===== src/rtl/seg7_pkg.sv =====
// ============================================================================
// Module  : seg7_pkg
// Brief   : Segment patterns, error codes and FSM states for the 7-seg reader.
// Revision: 1.0 - initial release
// ============================================================================
`default_nettype none

package seg7_pkg;

  // Active-low patterns, bit order {g,f,e,d,c,b,a}
  localparam logic [6:0] c_seg_0     = 7'h40;
  localparam logic [6:0] c_seg_1     = 7'h79;
  localparam logic [6:0] c_seg_2     = 7'h24;
  localparam logic [6:0] c_seg_3     = 7'h30;
  localparam logic [6:0] c_seg_4     = 7'h19;
  localparam logic [6:0] c_seg_5     = 7'h12;
  localparam logic [6:0] c_seg_6     = 7'h02;
  localparam logic [6:0] c_seg_7     = 7'h78;
  localparam logic [6:0] c_seg_8     = 7'h00;
  localparam logic [6:0] c_seg_9     = 7'h10;
  localparam logic [6:0] c_seg_blank = 7'h7F;

  localparam logic [3:0] c_nib_blank = 4'hF;

  localparam logic [1:0] c_err_none    = 2'b00;
  localparam logic [1:0] c_err_invalid = 2'b01;
  localparam logic [1:0] c_err_timeout = 2'b10;
  localparam logic [1:0] c_err_multi   = 2'b11;

  typedef enum logic [1:0] {
    ST_IDLE    = 2'd0,
    ST_CAPTURE = 2'd1,
    ST_DONE    = 2'd2
  } state_t;

endpackage

`default_nettype wire


===== src/rtl/seg7_pattern_decode.sv =====
// ============================================================================
// Module  : seg7_pattern_decode
// Brief   : Combinational active-low 7-segment pattern to BCD nibble decoder.
// Revision: 1.0 - initial release
// ============================================================================
`default_nettype none

module seg7_pattern_decode
  import seg7_pkg::*;
(
  input  logic [6:0] i_seg_n,
  output logic [3:0] o_nibble,
  output logic       o_invalid
);

  always_comb begin
    o_nibble  = c_nib_blank;
    o_invalid = 1'b0;
    case (i_seg_n)
      c_seg_0:     o_nibble = 4'd0;
      c_seg_1:     o_nibble = 4'd1;
      c_seg_2:     o_nibble = 4'd2;
      c_seg_3:     o_nibble = 4'd3;
      c_seg_4:     o_nibble = 4'd4;
      c_seg_5:     o_nibble = 4'd5;
      c_seg_6:     o_nibble = 4'd6;
      c_seg_7:     o_nibble = 4'd7;
      c_seg_8:     o_nibble = 4'd8;
      c_seg_9:     o_nibble = 4'd9;
      c_seg_blank: o_nibble = c_nib_blank;
      default:     o_invalid = 1'b1;
    endcase
  end

endmodule

`default_nettype wire


===== src/rtl/seg7_to_bcd_reader.sv =====
// ============================================================================
// Module  : seg7_to_bcd_reader
// Brief   : Captures one multiplexed 4-digit 7-segment frame into packed BCD.
// Revision: 1.0 - initial release
// ============================================================================
`default_nettype none

module seg7_to_bcd_reader
  import seg7_pkg::*;
#(
  parameter int STABLE_CYCLES  = 4,
  parameter int TIMEOUT_CYCLES = 1024
) (
  input  logic        clk,
  input  logic        rst_n,
  input  logic [6:0]  seg_n,
  input  logic [3:0]  dig_n,
  input  logic        capture_req,
  output logic [15:0] bcd,
  output logic        valid,
  output logic        busy,
  output logic [1:0]  err
);

  localparam int c_stab_w = $clog2(STABLE_CYCLES + 1);
  localparam int c_to_w   = $clog2(TIMEOUT_CYCLES + 1);
  localparam logic [c_stab_w-1:0] c_stab_one  = c_stab_w'(1);
  localparam logic [c_stab_w-1:0] c_stab_last = c_stab_w'(STABLE_CYCLES - 1);
  localparam logic [c_stab_w-1:0] c_stab_pre  = c_stab_w'(STABLE_CYCLES - 2);
  localparam logic [c_to_w-1:0]   c_to_one    = c_to_w'(1);
  localparam logic [c_to_w-1:0]   c_to_last   = c_to_w'(TIMEOUT_CYCLES - 1);

  state_t              r_state, w_state_next;
  logic [10:0]         r_prev;
  logic [c_stab_w-1:0] r_stab_cnt, w_stab_cnt_next;
  logic [c_stab_w-1:0] r_multi_cnt, w_multi_cnt_next;
  logic [c_to_w-1:0]   r_to_cnt, w_to_cnt_next;
  logic [3:0]          r_flags, w_flags_next;
  logic [15:0]         r_hold, w_hold_next;
  logic [15:0]         r_bcd, w_bcd_next;
  logic [1:0]          r_err, w_err_next;
  logic [3:0]          w_nibble;
  logic                w_invalid;
  logic                w_same, w_one_hot, w_multi, w_fault;
  logic [1:0]          w_dig_idx;

  seg7_pattern_decode u_decode (
    .i_seg_n   (seg_n),
    .o_nibble  (w_nibble),
    .o_invalid (w_invalid)
  );

  assign w_same    = ({dig_n, seg_n} == r_prev);
  assign w_one_hot = $onehot(~dig_n);
  assign w_multi   = ($countones(~dig_n) > 1);

  always_comb begin
    w_dig_idx = 2'd0;
    case (dig_n)
      4'b1101: w_dig_idx = 2'd1;
      4'b1011: w_dig_idx = 2'd2;
      4'b0111: w_dig_idx = 2'd3;
      default: w_dig_idx = 2'd0;
    endcase
  end

  always_comb begin
    w_state_next     = r_state;
    w_stab_cnt_next  = r_stab_cnt;
    w_multi_cnt_next = r_multi_cnt;
    w_to_cnt_next    = r_to_cnt;
    w_flags_next     = r_flags;
    w_hold_next      = r_hold;
    w_bcd_next       = r_bcd;
    w_err_next       = r_err;
    w_fault          = 1'b0;
    case (r_state)
      ST_IDLE: begin
        if (capture_req) begin
          w_state_next     = ST_CAPTURE;
          w_stab_cnt_next  = '0;
          w_multi_cnt_next = '0;
          w_to_cnt_next    = '0;
          w_flags_next     = 4'h0;
          w_err_next       = c_err_none;
        end
      end
      ST_CAPTURE: begin
        w_to_cnt_next = r_to_cnt + c_to_one;
        if (w_same && w_one_hot)
          w_stab_cnt_next = (r_stab_cnt == c_stab_last) ? r_stab_cnt : r_stab_cnt + c_stab_one;
        else
          w_stab_cnt_next = '0;
        if (w_multi)
          w_multi_cnt_next = (r_multi_cnt == c_stab_last) ? r_multi_cnt : r_multi_cnt + c_stab_one;
        else
          w_multi_cnt_next = '0;

        // Sample on the STABLE_CYCLES-th identical cycle, once per digit
        if (w_same && w_one_hot && (r_stab_cnt == c_stab_pre) && !r_flags[w_dig_idx]) begin
          if (w_invalid) begin
            w_err_next = c_err_invalid;
            w_fault    = 1'b1;
          end else begin
            w_hold_next[{w_dig_idx, 2'b00} +: 4] = w_nibble;
            w_flags_next[w_dig_idx]              = 1'b1;
          end
        end
        if (w_multi && (r_multi_cnt == c_stab_last)) begin
          w_err_next = c_err_multi;
          w_fault    = 1'b1;
        end

        // Completion wins over a coincident timeout
        if (w_fault) begin
          w_state_next = ST_IDLE;
        end else if (w_flags_next == 4'hF) begin
          w_state_next = ST_DONE;
          w_bcd_next   = w_hold_next;
        end else if (r_to_cnt == c_to_last) begin
          w_state_next = ST_IDLE;
          w_err_next   = c_err_timeout;
        end
      end
      ST_DONE: w_state_next = ST_IDLE;
      default: w_state_next = ST_IDLE;
    endcase
  end

  always_ff @(posedge clk or negedge rst_n) begin
    if (!rst_n) begin
      r_state     <= ST_IDLE;
      r_prev      <= 11'h7FF;
      r_stab_cnt  <= '0;
      r_multi_cnt <= '0;
      r_to_cnt    <= '0;
      r_flags     <= 4'h0;
      r_hold      <= 16'hFFFF;
      r_bcd       <= 16'hFFFF;
      r_err       <= c_err_none;
    end else begin
      r_state     <= w_state_next;
      r_prev      <= {dig_n, seg_n};
      r_stab_cnt  <= w_stab_cnt_next;
      r_multi_cnt <= w_multi_cnt_next;
      r_to_cnt    <= w_to_cnt_next;
      r_flags     <= w_flags_next;
      r_hold      <= w_hold_next;
      r_bcd       <= w_bcd_next;
      r_err       <= w_err_next;
    end
  end

  assign bcd   = r_bcd;
  assign valid = (r_state == ST_DONE);
  assign busy  = (r_state == ST_CAPTURE);
  assign err   = r_err;

endmodule

`default_nettype wire


===== config.mk =====
export PLATFORM = sky130hd
export DESIGN_NAME = seg7_to_bcd_reader
export DESIGN_NICKNAME = d
export VERILOG_FILES = /design/src/rtl/seg7_pkg.sv /design/src/rtl/seg7_pattern_decode.sv /design/src/rtl/seg7_to_bcd_reader.sv
export SDC_FILE = /design/constraint.sdc
export NUM_CORES = 1
export LEC_CHECK = 0
export ABC_AREA = 1
export CORE_ASPECT_RATIO = 0.6
export CORE_MARGIN = 4
export CORE_UTILIZATION = 40
export DETAILED_ROUTE_END_ITERATION = 6
export PLACE_DENSITY_LB_ADDON = 0.1
export SKIP_LAST_GASP = 1
export SYNTH_ARGS = -nofsm -noshare
export SYNTH_HDL_FRONTEND = slang
export SYNTH_SLANG_ARGS = --single-unit

===== constraint.sdc =====
create_clock -name clk -period 3.7 [get_ports clk]
set_clock_uncertainty 0.05 [all_clocks]
set_input_delay 0.37 -clock clk [delete_from_list [all_inputs] [get_ports clk]]
set_output_delay 0.37 -clock clk [all_outputs]
set_load 0.05 [all_outputs]

==> results.yml, run 1 <==
cts:
  clkSinkCount: 68
  cts_resized: 0
  cts.clk_slew.worst_paths_ns: 0.05
  cts_buffers: 9
  cts.path.max_buffers: 2
  cts-root-buf: "clkbuf_16"
  clock_latency_ns: 0.33
  htree_levels: 3
  postCtsSetupRepairBufs: 0
  cts_tree: "built"
die:
  die_x_um: 134.9
  fp-row-count: 27
  io_pins: 34
  dieArea_mm2: 0.01135
  initial_core_util: 0.4160
  die_h_um: 84.14
  core_area_mm2: 0.009290
critical_path:
  cp_slowest_stage_delay_ns: 0.55
  critPathLaunch: "dig_n[0]"
  r2r_end: "bcd[11]$_DFFE_PN1P_"
  worstSetupStartpointType: "input pin"
  cp_common_cell: "nand2_1"
  path_class: "in2reg"
  end_kind: "flop"
  crit_arrival_ns: 3.53
  critical_path.slowest_cell: "fa_1"
  crit_fanout: 20
  r2r-start: "r_prev[6]$_DFF_PN1_"
  required_ns: 3.91
  r2r_cells: 12
  crit_path_cell_trace: "clkdlybuf4s50_1 -> fa_1 -> inv_1 -> ha_1 -> inv_1 -> ha_1 -> nor3_2 -> nand2_1 -> nor2_1 -> nand2_1 -> nor2_2 -> nand3_2 -> or2_1 -> nand2_1 -> nor2_2 -> nand3_4 -> buf_12 -> nand2_1 -> o21ai_1"
  cp-endpoint: "bcd[11]$_DFFE_PN1P_"
  rrSetupSlack_ns: 1.49
drt:
  dr.first_iter.drc_count: 161
  drt-total-wl_um: 8332
  vias_per_cell: 4.682
  wl_per_cell_um: 12.68
  vias: 3076
  route.detailed.drc: 0
  met2_wirelength_um: 3280
  dr.max_layer_used: "met4"
  ant_nets: 0
  met1_length_um: 4476
  wl_met3_um: 529
  drt-pass1-iter-count: 4
global_route:
  grt_overflow: 0
  grt_pass1_wl_um: 14810
  grt_antenna_before_repair: 0
  grt_pass1_vias: 3082
  grt_use_total: 0.1620
  grt_start_max_net_pins: 40
finish:
  final_util: 0.5060
  drive_gt1_frac: 0.2087
  final_nets: 556
  area_delta_synth_final_pct: 21.63
  antenna_cells: 0
  finalInstanceArea_mm2: 0.004701
  fin_cells: 657
placement:
  portBuffers: 33
  placed_area_mm2: 0.004410
  numPlacedInstances: 640
  place_hpwl_um: 6329
  finalWeightedCongestion: 0.8112
synth:
  netlist_area_mm2: 0.003865
  synth_xor_area_frac: 0.02039
  ys_seq_area_frac: 0.4542
  synth_cell_types: 38
  synth_adder_area_share: 0.06669
  synth_cells: 472
  synth_top_family_by_area: "simple AND/OR/NAND/NOR gates"
  synthMuxAreaShare: 0
  syn_nets: 506
  synth_area_per_cell_um2: 8.188
  ys_warn_count: 0
  ys_ff_latch: 68
  synth-compound-area-share: 0.1182
  synthSimpleGateAreaFrac: 0.2697
sta:
  rsz0062_at_grt: "no"
  drv_slew: 0
  whs_ns: 0.4194
  fin_crit_sh: 0.8965
  final-setup-viol-count: 0
  min_period_ns: 3.317
  hold_viol: 0
  timing.setup.tns_ns: 0
  slew_headroom: 0.6221
  timing.fmax_mhz: 301.5
  tightest_slew_ns: 0.5668
pwr:
  powerDensity_mw_per_mm2: 541.8
  power.leakage_uw: 0.002048
  vdd_drop_max_v: 0.0002685
job:
  maxCapViolCount: 0
outcome:
  outcome: "finished, final reports clean"
worst_hold_path:
  hold_class: "reg2reg"
registers in the layout, summed over array words and instances (netlist names):
name / cells
bcd: 16
err: 2
r_flags: 4
r_hold: 16
r_multi_cnt: 3
r_prev: 11
r_stab_cnt: 3
r_state: 2
r_to_cnt: 11
synthesized netlist by cell type:
cell type  number  area, um2
nand3_4         2      35.03
nand3b_1        1      7.510
nor3b_1         1      7.510
dfrtp_1        25      625.6
fa_1            1      20.02
xnor2_1         5      43.79
a32o_1          1      10.01
nand2_1       124      465.5
or2_2           1      6.260
nor2b_1         1      6.260
xor2_1          4      35.03
nand2_2         8      50.05
buf_6           3      33.78
clkbuf_1        5      18.77
nand4_1         6      37.54
o21ai_2        10      87.58
or2_1           1      6.260
inv_2           5      18.77
o21ai_0        26      130.1
nand3_2         2      20.02
nand3_1        19      95.09
nor2_4          3      33.78
a31oi_1         3      18.77
ha_1           19      237.7
a22o_1          1      8.760
nor2_2          6      37.54
o211ai_1        1      7.510
a21oi_1        10      50.05
dfstp_2        43       1130
o22ai_1         5      31.28
nor3_2          1      10.01
inv_1          54      202.7
o31ai_1         4      30.03
nor2_1         53      198.9
o21ai_1         6      30.03
a22oi_1         6      45.04
a211oi_1        1      7.510
nor3_1          5      25.02
logic make-up (layout without fill, tap and decap cells):
kind of cell             count (synthesis)  count (layout)
flip-flops                              68              68
buffers and inverters                   67             122
adder cells (fa/ha/maj)                 20              20
AND/OR/NAND/NOR                        234             234
XOR/XNOR                                 9               9
AO/OA/AOI/OAI                           74              74
per-layer routing:
metal  vias to the layer above  GRT usage
met3                         4    0.04970
li1                       1622          -
met1                      1391     0.2451
met5                         -          0
met2                        59     0.2245
met4                         0    0.03974
timing repair:
action                                  CTS  global route
hold buffers                              1             0
endpoints found under the hold margin    12             0
endpoints found under the setup margin    0             0
power breakdown:
| group | internal [uW] | leakage, uW | switching, uW |
|---|---|---|---|
| Combinational | 246 | 0.00113 | 452 |
| Clock | 487 | 0.000142 | 311 |
| Sequential | 956 | 0.000777 | 94.5 |
| Total | 1690 | 0.00205 | 858 |
placed cells by master (no fill, tap or decap), drive strengths merged, types with 2 or more instances in the layout:
master	netlist	final
dfrtp	25	25
a21oi	10	10
ha	19	19
or2	2	2
clkbuf	5	12
clkinv	0	4
o22ai	5	5
nor3	6	6
o31ai	4	4
nand3	23	23
xor2	4	4
clkdlybuf4s50	0	32
nor2	62	62
inv	59	59
xnor2	5	5
nand4	6	6
nand2	132	132
dfstp	43	43
a22oi	6	6
a31oi	3	3
buf	3	14
o21ai	42	42
metrics by stage:
step	power (uW)	setup WS (ns)
after global routing	2752	0.1096
after floorplan	1548	0.7692
after CTS	2584	0.3587
after global placement	1747	0.1150
after detailed placement	1762	0.01640
final	2547	0.3830
critical path, delay by kind of cell:
| kind | cells | cell delay, ns |
|---|---|---|
| buffers and inverters | 4 | 0.76 |
| AOI/OAI and AO/OA | 1 | 0.07 |
| adders and majority gates | 3 | 0.97 |
| and+or+nand+nor | 11 | 1.33 |
worst min path at each step:
| stage | slack, ns | end | cells past startpoint | start |
|---|---|---|---|---|
| global route | 0.43 | bcd[2]$_DFFE_PN1P_ | 2 | bcd[2]$_DFFE_PN1P_ |
| floorplan | 0.02 | err[0]$_DFFE_PN0P_ | 0 | rst_n |
| CTS | 0.42 | bcd[2]$_DFFE_PN1P_ | 2 | bcd[2]$_DFFE_PN1P_ |
| detailed placement | 0.35 | r_to_cnt[3]$_DFFE_PN0P_ | 1 | rst_n |
| global placement | 0.34 | r_to_cnt[3]$_DFFE_PN0P_ | 1 | rst_n |
| finish | 0.42 | bcd[2]$_DFFE_PN1P_ | 2 | bcd[2]$_DFFE_PN1P_ |
area by class of cell:
| type | count | area, um2 |
|---|---|---|
| Fill cell | 882 | 4589 |
| Timing Repair Buffer | 47 | 445.4 |
| Clock inverter | 4 | 23.77 |
| Multi-Input combinational cell | 337 | 1836 |
| Sequential cell | 68 | 1755 |
| Clock buffer | 12 | 256.5 |
| Inverter | 59 | 221.5 |
| Tap cell | 130 | 162.7 |
Power figures use the tool's default switching activity.
==> inputs of run 2 (changes only) <==
Settings changed: CAP_MARGIN from default to 20, CORE_MARGIN 4 to 5, DONT_BUFFER_PORTS from default to 1.
==> run 2 against run 1 <==
First-iteration DRC count is 16% lower. Flip-flop and latch count stayed put. Non-clock buffer count is 32 lower. Hold slack worse by 0.091 ns. Sequential power hardly changed. Die area is 3.9% higher.
==> results.yml, run 2 (same netlist as run 1, synthesis figures left out) <==
sta:
  rsz0062_at_grt: "no"
  drv_slew: 0
  timing.setup.tns_ns: 0
  tightest_slew_ns: 0.9010
  min_period_ns: 3.061
  setup_slack_ns: 0.6395
  hold_viol: 0
  final-setup-viol-count: 0
  timing.fmax_mhz: 326.7
  slew_headroom: 0.3971
  fin_crit_sh: 0.8272
die:
  die_x_um: 136.9
  dieArea_mm2: 0.01179
  core_area_mm2: 0.009290
  fp-row-count: 27
  die_h_um: 86.14
  io_pins: 34
  initial_core_util: 0.4160
placement:
  finalWeightedCongestion: 0.8547
  place_hpwl_um: 6094
  placed_area_mm2: 0.003993
  numPlacedInstances: 596
  dp_slack_ns: 0.2722
  portBuffers: 0
global_route:
  grt_use_total: 0.1604
  grt_pass1_vias: 2897
  grt_overflow: 0
  grt_pass1_wl_um: 14750
  grt_antenna_before_repair: 0
  grt_start_max_net_pins: 69
finish:
  most-common-layout-cells: "nand2_1, inv_1, nor2_1"
  area_delta_synth_final_pct: 14.18
  antenna_cells: 0
  drive_gt1_frac: 0.1980
  fin_cells: 625
  final_util: 0.4750
  final_nets: 524
  layout.cells.most_common: "nand2_1"
  finalInstanceArea_mm2: 0.004413
drt:
  drt-pass1-iter-count: 4
  drt-total-wl_um: 8501
  wl_per_cell_um: 13.60
  vias: 2990
  dr.first_iter.drc_count: 136
  vias_per_cell: 4.784
  route.detailed.drc: 0
  ant_nets: 0
cts:
  cts_buffers: 9
  cts_resized: 0
  htree_levels: 3
  cts.clk_slew.worst_paths_ns: 0.06
  cts-root-buf: "clkbuf_16"
  hold_buffers: 13
  clock_latency_ns: 0.34
  cts_tree: "built"
  clkSinkCount: 68
  cts.path.max_buffers: 2
  postCtsSetupRepairBufs: 0
critical_path:
  crit_arrival_ns: 3.26
  worstSetupStartpointType: "input pin"
  crit_fanout: 33
  r2r_cells: 11
  critPathLaunch: "dig_n[0]"
  path_class: "in2reg"
  r2r_end: "bcd[13]$_DFFE_PN1P_"
  end_kind: "flop"
  r2r-start: "r_prev[6]$_DFF_PN1_"
  rrSetupSlack_ns: 1.31
  required_ns: 3.90
worst_hold_path:
  worstHoldStart: "capture_req"
  min_path_cells: 2
  worstHoldEndpoint: "r_state[0]$_DFFE_PN0P_"
  hold_class: "in2reg"
pwr:
  power.leakage_uw: 0.001920
  powerDensity_mw_per_mm2: 566.8
  vdd_drop_max_v: 0.0002607
outcome:
  outcome: "finished, final reports clean"
job:
  maxCapViolCount: 0
## run 2: cell count changes in the layout (fill, tap and decap cells not counted), moves of 2 or more
cell,before,now
clkdlybuf4s50_1,32,0
clkinv_2,3,1
buf_4,12,2
clkbuf_1,1,3
dlygate4sd3_1,1,12
## run 2: per-stage QoR
| step | hold slack [ns] | total power (uW) |
|---|---|---|
| after floorplan | 0.02441 | 1548 |
| after global placement | 0.02889 | 1681 |
| after detailed placement | 0.02875 | 1706 |
| after CTS | 0.3244 | 2541 |
| after global routing | 0.3560 | 2692 |
| final | 0.3287 | 2501 |
## run 2: worst max path at each step
stage               cells after the start  slack (ns)                   to
detailed placement                     16        0.27   bcd[6]$_DFFE_PN1P_
finish                                 17        0.64  bcd[13]$_DFFE_PN1P_
global route                           16        0.31   bcd[2]$_DFFE_PN1P_
CTS                                    16        0.64   bcd[6]$_DFFE_PN1P_
global placement                       17        0.42  bcd[15]$_DFFE_PN1P_
floorplan                              18        0.77   bcd[0]$_DFFE_PN1P_
## run 2: metal layers
layer	vias up	wire, um	track usage
li1	1556	-	-
met1	1358	4533	0.2384
met2	69	3321	0.2149
met3	7	570	0.05803
met4	0	75	0.04801
met5	-	0	0
## run 2: layout make-up
class | count | area (um2)
multi-input cells | 337 | 1838
fillers | 914 | 4877
clock inverters | 3 | 22.52
repair buffers | 15 | 162.7
clock buffers | 13 | 250.2
inverters | 59 | 221.5
flip-flops and latches | 68 | 1755
well taps | 130 | 162.7
## run 2: worst max-delay path: stages
cell,delay (ns)
fa_1,0.52
inv_1,0.04
ha_1,0.19
inv_1,0.09
ha_1,0.24
nor3_2,0.26
nand2_1,0.09
nor2_1,0.09
nand2_1,0.06
nor2_2,0.14
nand3_2,0.15
nor2_2,0.17
nor2_1,0.10
nor2_4,0.14
nand3_4,0.34
nand2_1,0.19
o21ai_2,0.06
## run 2: where the power goes
group          switching, uW  leakage [uW]  internal, uW
Combinational            415       0.00101           219
Sequential               127      0.000777           955
Clock                    312      0.000134           473
Total                    854       0.00192          1650
==> inputs of run 3 (changes only) <==
Clock period 3.7 ns to 2.47 ns, I/O delays scaled along.
==> run 3 against run 2 <==
First-iteration DRC count up 13%. Worst setup slack worse by 0.63 ns. Via count up 3.0%. Register-to-register slack worse by 0.97 ns. Flip-flop and latch count unchanged. Power up 68%. Core utilization up 4.1 points. Hold slack worse by 0.13 ns. Critical endpoint is now bcd[14]$_DFFE_PN1P_.
==> results.yml, run 3 (same netlist as run 1, synthesis figures left out) <==
sta:
  fin_crit_sh: 0.9948
  whs_ns: 0.2034
  setup_slack_ns: 0.01281
  min_period_ns: 2.457
  timing.fmax_mhz: 407.0
  tightest_slew_ns: 0.5318
  final-setup-viol-count: 0
  rsz0062_at_grt: "yes"
  hold_viol: 0
  slew_headroom: 0.6454
  drv_slew: 0
critical_path:
  critical_path.slowest_cell: "fa_1"
  worstSetupStartpointType: "input pin"
  path_class: "in2reg"
  required_ns: 2.69
  crit_fanout: 19
  cp_common_cell: "nand2_1"
  end_kind: "flop"
  cp_slowest_stage_delay_ns: 0.52
  critPathBufInv: 2
  crit_arrival_ns: 2.67
  crit_path_cell_trace: "fa_1 -> inv_1 -> ha_2 -> ha_1 -> nor3_4 -> nand2_1 -> nor2_1 -> nand2_1 -> nor2_4 -> nand3_4 -> or2_4 -> nand2_4 -> nor2_4 -> nand3_4 -> buf_12 -> nand2_1 -> o21ai_2"
  cpLargestDelayFamily: "simple AND/OR/NAND/NOR gates"
cts:
  cts_tree: "built"
  clkSinkCount: 68
  clock_latency_ns: 0.33
  cts.path.max_buffers: 2
  cts-root-buf: "clkbuf_16"
  cts_buffers: 9
  cts.clk_slew.worst_paths_ns: 0.06
  htree_levels: 3
placement:
  place_hpwl_um: 6181
  finalWeightedCongestion: 0.8291
  placed_area_mm2: 0.004188
  dp_slack_ns: -0.3943
  portBuffers: 0
drt:
  drt-total-wl_um: 8549
  dr.first_iter.drc_count: 154
  ant_nets: 0
  drt-pass1-iter-count: 4
  vias_per_cell: 4.792
  wl_per_cell_um: 13.30
  vias: 3081
  route.detailed.drc: 0
global_route:
  grt_use_total: 0.1636
  grt_pass1_vias: 3142
  grt_pass1_wl_um: 15270
  grt_overflow: 0
  grt_antenna_before_repair: 0
  grt_start_max_net_pins: 69
finish:
  finalInstanceArea_mm2: 0.004792
  final_util: 0.5158
  drive_gt1_frac: 0.2846
  final_nets: 542
  antenna_cells: 0
  most-common-layout-cells: "nand2_1, inv_1, nor2_1"
  layout.cells.most_common: "nand2_1"
  area_delta_synth_final_pct: 23.99
job:
  maxCapViolCount: 0
pwr:
  vdd_drop_max_v: 0.0004724
  powerDensity_mw_per_mm2: 878.6
  power.leakage_uw: 0.002073
die:
  die_x_um: 136.9
  dieArea_mm2: 0.01179
  io_pins: 34
  die_h_um: 86.14
  initial_core_util: 0.4160
  fp-row-count: 27
  core_area_mm2: 0.009290
outcome:
  outcome: "finished, final reports clean"
worst_hold_path:
  hold_class: "in2reg"
[run 3: cell count changes in the layout (fill, tap and decap cells not counted), sizes merged]
| cell | delta |
|---|---|
| clkbuf | -4 |
| buf | +18 |
| bufinv | +4 |
[run 3: final cells by class]
cell class,count,area [um2]
fillers,886,4498
inverters,59,221.5
multi-input cells,337,1974
well taps,130,162.7
flip-flops and latches,68,1755
clock buffers,9,225.2
repair buffers,33,314.1
clock inverters,7,138.9
[run 3: repair_timing]
item	CTS	global route
hold buffers	13	0
gates cloned	0	0
hold endpoints to repair	79	0
pin swaps	0	3
resized for setup	1	25
buffers inserted	0	2
setup endpoints to repair	10	36
[run 3: where the power goes]
part / leakage, uW / total [uW] / switching [uW] / internal [uW]
Combinational: 0.00112 / 1010 / 640 / 374
Clock: 0.000179 / 1570 / 483 / 1090
Sequential: 0.000777 / 1630 / 195 / 1430
Total: 0.00207 / 4210 / 1320 / 2890
[run 3: layer usage]
layer | up-vias | wire [um] | GRT usage
met2 | 64 | 3531 | 0.2306
met4 | 0 | 55 | 0.04076
met3 | 4 | 568 | 0.05334
met1 | 1417 | 4393 | 0.2411
met5 | - | 0 | 0
li1 | 1596 | - | -
[run 3: worst paths after layout]
check | startpoint | to | slack, ns | depth (start not counted)
worst max-delay path | dig_n[0] | bcd[14]$_DFFE_PN1P_ | 0.01 | 17
worst min-delay path | capture_req | r_state[0]$_DFFE_PN0P_ | 0.20 | 2
worst max register to register | r_to_cnt[0]$_DFFE_PN0P_ | err[0]$_DFFE_PN0P_ | 0.34 | 14
worst min register to register | r_hold[12]$_DFFE_PN1P_ | r_hold[12]$_DFFE_PN1P_ | 0.42 | 2
max in group asynchronous | rst_n | r_hold[1]$_DFFE_PN1P_ | 1.61 | 2
min in group asynchronous | rst_n | r_multi_cnt[1]$_DFFE_PN0P_ | 0.45 | 2
[run 3: per-stage QoR]
step / setup TNS [ns] / std cells / total power [uW]
2_1_floorplan: -4.110 / 472 / 2348
3_3_place_gp: -10.01 / 612 / 2576
3_5_place_dp: -12.18 / 612 / 2604
4_1_cts: -0.1740 / 641 / 4250
5_1_grt: -3.261 / 643 / 4529
6_report: 0 / 643 / 4210
